File: config.mk
export PLATFORM = sky130hd
export DESIGN_NAME = amp_cfg_sequencer
export DESIGN_NICKNAME = d
export VERILOG_FILES = /design/src/rtl/amp_cfg_sequencer.sv
export SDC_FILE = /design/constraint.sdc
export NUM_CORES = 1
export LEC_CHECK = 0
export CORE_MARGIN = 2
export CORE_UTILIZATION = 30
export DETAILED_ROUTE_END_ITERATION = 6
export HOLD_SLACK_MARGIN = 0.05
export PLACE_DENSITY = 0.54
export SLEW_MARGIN = 20
export SYNTH_ARGS = -nofsm -noshare
export SYNTH_HDL_FRONTEND = slang
export SYNTH_SLANG_ARGS = --single-unit
File: constraint.sdc
create_clock -name clk_in -period 3.57 [get_ports clk_in]
set_clock_uncertainty 0.1 [all_clocks]
set_input_delay 0.357 -clock clk_in [delete_from_list [all_inputs] [get_ports clk_in]]
set_output_delay 0.357 -clock clk_in [all_outputs]
set_load 0.02 [all_outputs]
File: src/rtl/amp_cfg_sequencer.sv
// Amplifier configuration sequencer: walks a (register, data) table and issues
// one I2C write per entry, with retry, write timeout and inter-write settle gap.
module amp_cfg_sequencer #(
  parameter int unsigned NUM_REGS       = 8,
  parameter int unsigned ADDR_W         = 4,
  parameter int unsigned MAX_RETRY      = 3,
  parameter int unsigned GAP_CYCLES     = 16,
  parameter int unsigned TIMEOUT_CYCLES = 4096
) (
  input  logic              clk_in,
  input  logic              resetb,
  input  logic              start,
  input  logic              abort,
  output logic [ADDR_W-1:0] rom_addr,
  input  logic [15:0]       rom_data,
  output logic              wr_req,
  output logic [7:0]        wr_reg,
  output logic [7:0]        wr_data,
  input  logic              wr_ack,
  input  logic              wr_done,
  input  logic              wr_nack,
  output logic              busy,
  output logic              cfg_done,
  output logic              cfg_error,
  output logic [ADDR_W-1:0] err_index
);

  localparam int unsigned RETRY_W = (MAX_RETRY > 0) ? $clog2(MAX_RETRY + 1) : 1;
  localparam int unsigned TIMER_W = (TIMEOUT_CYCLES > 1) ? $clog2(TIMEOUT_CYCLES) : 1;
  localparam int unsigned GAP_W   = (GAP_CYCLES > 0) ? $clog2(GAP_CYCLES + 1) : 1;

  localparam logic [RETRY_W-1:0] RETRY_MAX  = RETRY_W'(MAX_RETRY);
  localparam logic [TIMER_W-1:0] TIMER_LAST = TIMER_W'((TIMEOUT_CYCLES > 0) ? TIMEOUT_CYCLES - 1 : 0);
  localparam logic [GAP_W-1:0]   GAP_LAST   = GAP_W'((GAP_CYCLES > 0) ? GAP_CYCLES - 1 : 0);
  localparam logic [ADDR_W-1:0]  IDX_LAST   = ADDR_W'(NUM_REGS - 1);

  typedef enum logic [2:0] {
    S_IDLE, S_FETCH, S_LATCH, S_REQ, S_WAIT_DONE, S_GAP, S_DONE, S_ERROR
  } state_t;

  state_t             state_q;
  logic [ADDR_W-1:0]  idx_q;
  logic [RETRY_W-1:0] retry_q;
  logic [TIMER_W-1:0] timer_q, timer_d;
  logic [GAP_W-1:0]   gap_q;
  logic               ok_q;
  logic [ADDR_W-1:0]  rom_addr_q, err_index_q;
  logic               wr_req_q, cfg_done_q, cfg_error_q;
  logic [7:0]         wr_reg_q, wr_data_q;

  assign timer_d = (timer_q == '1) ? timer_q : timer_q + 1'b1;

  always_ff @(posedge clk_in or negedge resetb) begin
    if (!resetb) begin
      state_q     <= S_IDLE;
      idx_q       <= '0;
      retry_q     <= '0;
      timer_q     <= '0;
      gap_q       <= '0;
      ok_q        <= 1'b0;
      rom_addr_q  <= '0;
      err_index_q <= '0;
      wr_req_q    <= 1'b0;
      wr_reg_q    <= '0;
      wr_data_q   <= '0;
      cfg_done_q  <= 1'b0;
      cfg_error_q <= 1'b0;
    end else if (abort) begin
      state_q  <= S_IDLE;
      wr_req_q <= 1'b0;
      idx_q    <= '0;
      retry_q  <= '0;
      timer_q  <= '0;
      gap_q    <= '0;
      ok_q     <= 1'b0;
    end else begin
      case (state_q)
        S_IDLE, S_DONE, S_ERROR: begin
          if (start) begin
            state_q     <= S_FETCH;
            idx_q       <= '0;
            retry_q     <= '0;
            rom_addr_q  <= '0;
            cfg_done_q  <= 1'b0;
            cfg_error_q <= 1'b0;
          end
        end
        S_FETCH: state_q <= S_LATCH;
        S_LATCH: begin
          wr_reg_q  <= rom_data[15:8];
          wr_data_q <= rom_data[7:0];
          wr_req_q  <= 1'b1;
          state_q   <= S_REQ;
        end
        S_REQ: begin
          if (wr_ack) begin
            wr_req_q <= 1'b0;
            timer_q  <= '0;
            state_q  <= S_WAIT_DONE;
          end
        end
        S_WAIT_DONE: begin
          timer_q <= timer_d;
          // A real wr_done wins over a timeout expiring in the same cycle.
          if (wr_done && !wr_nack) begin
            retry_q <= '0;
            ok_q    <= 1'b1;
            gap_q   <= '0;
            state_q <= S_GAP;
          end else if (wr_done || timer_q == TIMER_LAST) begin
            if (retry_q < RETRY_MAX) begin
              retry_q <= retry_q + 1'b1;
              ok_q    <= 1'b0;
              gap_q   <= '0;
              state_q <= S_GAP;
            end else begin
              err_index_q <= idx_q;
              cfg_error_q <= 1'b1;
              state_q     <= S_ERROR;
            end
          end
        end
        S_GAP: begin
          if (gap_q >= GAP_LAST) begin
            if (!ok_q) begin
              rom_addr_q <= idx_q;
              state_q    <= S_FETCH;
            end else if (idx_q == IDX_LAST) begin
              cfg_done_q <= 1'b1;
              state_q    <= S_DONE;
            end else begin
              idx_q      <= idx_q + 1'b1;
              rom_addr_q <= idx_q + 1'b1;
              state_q    <= S_FETCH;
            end
          end else begin
            gap_q <= gap_q + 1'b1;
          end
        end
        default: state_q <= S_IDLE;
      endcase
    end
  end

  assign busy      = !(state_q inside {S_IDLE, S_DONE, S_ERROR});
  assign rom_addr  = rom_addr_q;
  assign wr_req    = wr_req_q;
  assign wr_reg    = wr_reg_q;
  assign wr_data   = wr_data_q;
  assign cfg_done  = cfg_done_q;
  assign cfg_error = cfg_error_q;
  assign err_index = err_index_q;

endmodule
==> impl_results.md <==
- Clk pwr share: 26.7%
- Num ports: 51
- # rows: 35
- Nets: 351
- Vias: 2238
- Commonest non-fill, non-tap cells in the layout: 54 x dfrtp_1, 49 x clkdlybuf4s50_1, 29 x nand2_1
- Cell family with most CP delay: compound AO/OA/AOI/OAI gates
- IO buf count: 50
- Synth-to-layout area growth: 26.64%
- Min cycle time layout: 2682 ps
- Pins over their slew limit: 0
- Switching share of power: 29.63%
- Critical Path AT: 2840 ps
- Reg2Reg Setup Slack: 890 ps
- Mapped Cells: 273
- Clk sinks: 54
- Layout cells sized above 1: 13.58%
- CP endpoint: idx_q[2]$_DFFE_PN0P_
- Commonest non-fill, non-tap cell in the layout: dfrtp_1
- Gr usage total: 13.01%
- Reg2reg start: gap_q[0]$_DFFE_PN0P_
- Fillers: 902
- Pleak: 1.460 nW
- CP startpoint kind: register
- Gr ovfl total: 0
- Hold Violations, Final: 0
- Post-synth top area share: 47.24%
- Seq cells post-synth: 54
- Cell count of the worst reg-to-reg path: 8
- Routed wire length: 6327 um
- DP Wirelength: 4584 um
- VDD IR max: 0.0002104 V
- Kind of critical path: register to register
- Internal power: 1.322 mW
- Crit path depth: 8
- EDFF count, synth: 0
- Final setup margin: 887.8 ps
- Status: completed
- Worst-path cell chain: ha_1 -> and3_1 -> ha_1 -> nor4b_1 -> a21oi_1 -> o32ai_1 -> o21bai_1 -> a21o_1
- Worst EP required: 3730 ps
- Initial DRC Count: 112
- DRC viols: 0
- Pre-CTS WS: 1010 ps
- Post_cts resized: 0
- Mapped Area: 2860 sq um
- CTS max path bufs: 2
- Slew margin rel.: 47.11%
- WL per Instance: 13.97 um
- Postcts setup bufs: 0
- Worst-path clk slew: 100 ps
- Slowest-stage cell, CP: o32ai_1
- Power Density: 518.6 nW/um^2
- Vias in the first global route: 2200
- Reg2reg end: idx_q[2]$_DFFE_PN0P_
- Min-delay worst type: primary input to asynchronous set/reset pin
- Dominant synthesized flop cell: dfrtp_1
- # H-tree levels: 2
- Ys async rst share: 100.0%
- Net count after synthesis: 301
- Hold_buf cts: 0
- Net Sw Power: 0.5566 mW
- Antenna diode count: 0
- Number of buffer and inverter stages on the critical path: 0
- Distinct cells, synth: 61
- Clk Tree Root Cell: clkbuf_8
- First-pass detailed-route iteration total: 4
- Logic pwr share: 31.4%
- Flop pwr share: 41.9%
- Final setup viols: 0
- Fmax: 372.8 MHz
- Worst-margin pin slew: 793.3 ps
- Initial antenna violation count: 0
- Slowest stage delay, CP: 520 ps
- RSZ-0062 raised after global routing: no
- Number of nets still failing antenna checks after routing: 0
- CTS tree: yes
- Skew-Pair Late Insertion Delay: 310 ps
- Yosys warns: 0
- Largest area contributor in the netlist: dfrtp_1
- Seq/Total Area, Yosys: 47.24%
- Avg Inst Size Synth: 10.48 sq um
- First-pass GRT wire length: 10830 um
- Final Wtd Congestion: 0.7936
- Routed vias/inst: 4.940
- CP most frequent cell: ha_1
- Synth area leaders: dfrtp_1 47%, mux2_2 6.3%, nand2_1 3.8%
- # Max-Cap Violations: 0
- Die Wd: 101.6 um
- Largest net degree at the start of global routing: 37
- Part of the cycle the worst path needs: 75.13%
- Crit Path Max Fanout: 5
- Die area: 10330 sq um
- Crit path launch: gap_q[0]$_DFFE_PN0P_
- Total CTS buffers: 5
- Max reg flops: 12
- Crit end category: register
- Die Span Y: 101.6 um
- Power Total: 1.878 mW
- Core Box Area: 9240 sq um
- Starting Density: 30.95%
- Setup tns final: 0 ps
-- metal layers --
layer	up-vias	share of wire [%]	GRT usage (%)
li1	1099	-	-
met1	1086	50	19.00
met2	46	45	19.74
met3	7	3.4	2.070
met4	0	1.4	4.054
met5	-	0	0
-- power by group through the flow --
stage	logic (mW)	clock network (mW)	registers (mW)
final	0.590	0.501	0.787
after global routing	0.633	0.545	0.805
after CTS	0.597	0.516	0.790
after detailed placement	0.596	0	0.802
after global placement	0.593	0	0.797
after floorplan	0.215	0	0.901
-- kinds of logic after synthesis --
logic type               synth area share [%]
AND/OR/NAND/NOR                         21.70
AO/OA/AOI/OAI                           14.30
flip-flops                              47.24
multiplexers                            8.924
buffers and inverters                   2.887
XOR/XNOR                                2.756
adder cells (fa/ha/maj)                 2.187
-- synth_stat cells, types with 2 or more instances --
| cell type | n |
|---|---|
| dfrtp_1 | 54 |
| nand2_1 | 29 |
| nor2_1 | 28 |
| mux2_2 | 16 |
| a21oi_1 | 13 |
| nand3_1 | 9 |
| o31ai_1 | 8 |
| o21ai_0 | 7 |
| xnor2_1 | 7 |
| ha_1 | 5 |
| inv_1 | 5 |
| nand4_1 | 5 |
| o21ai_1 | 5 |
| clkbuf_1 | 4 |
| mux2_1 | 4 |
| nor3_1 | 4 |
| a21o_1 | 3 |
| a31oi_1 | 3 |
| and2_1 | 3 |
| buf_2 | 3 |
| mux2i_1 | 3 |
| nand2b_1 | 3 |
| nand3b_1 | 3 |
| nor3_2 | 3 |
| nor4_4 | 3 |
| o41ai_1 | 3 |
| buf_6 | 2 |
| nor3b_1 | 2 |
| o21a_1 | 2 |
| o21bai_1 | 2 |
| xor2_1 | 2 |
-- through the flow --
step                      utilization [%]  std cells  hold slack (ps)  cell area (sq um)
after floorplan                         -        273           -38.59               2860
after detailed placement            37.66        445            369.8               3480
after global placement              37.66        445            366.6               3480
final                               39.20        453            19.14               3622
after global routing                39.20        453            86.53               3622
after CTS                           39.20        453            56.42               3622
-- area by class of cell --
class                   instances  area (sq um)  share of cell area [%]
multi-input cells             203          1426                   39.38
flip-flops and latches         54          1351                   37.31
clock buffers                   6         82.58                   2.280
well taps                     129         161.4                   4.456
clock inverters                 2         60.06                   1.658
inverters                       6         22.52                  0.6218
repair buffers                 53         518.0                   14.30
-- how the worst min path moves through the flow --
stage	startpoint	endpoint	slack, ps	depth (start not counted)
5_1_grt	resetb	wr_data[3]$_DFFE_PN0P_	90	1
6_report	resetb	err_index[0]$_DFFE_PN0P_	20	1
3_5_place_dp	rom_addr[1]$_DFFE_PN0P_	rom_addr[1]$_DFFE_PN0P_	370	2
2_1_floorplan	resetb	cfg_done$_DFFE_PN0P_	-40	0
3_3_place_gp	err_index[3]$_DFFE_PN0P_	err_index[3]$_DFFE_PN0P_	370	1
4_1_cts	resetb	err_index[1]$_DFFE_PN0P_	60	1
Power figures use the tool's default switching activity.
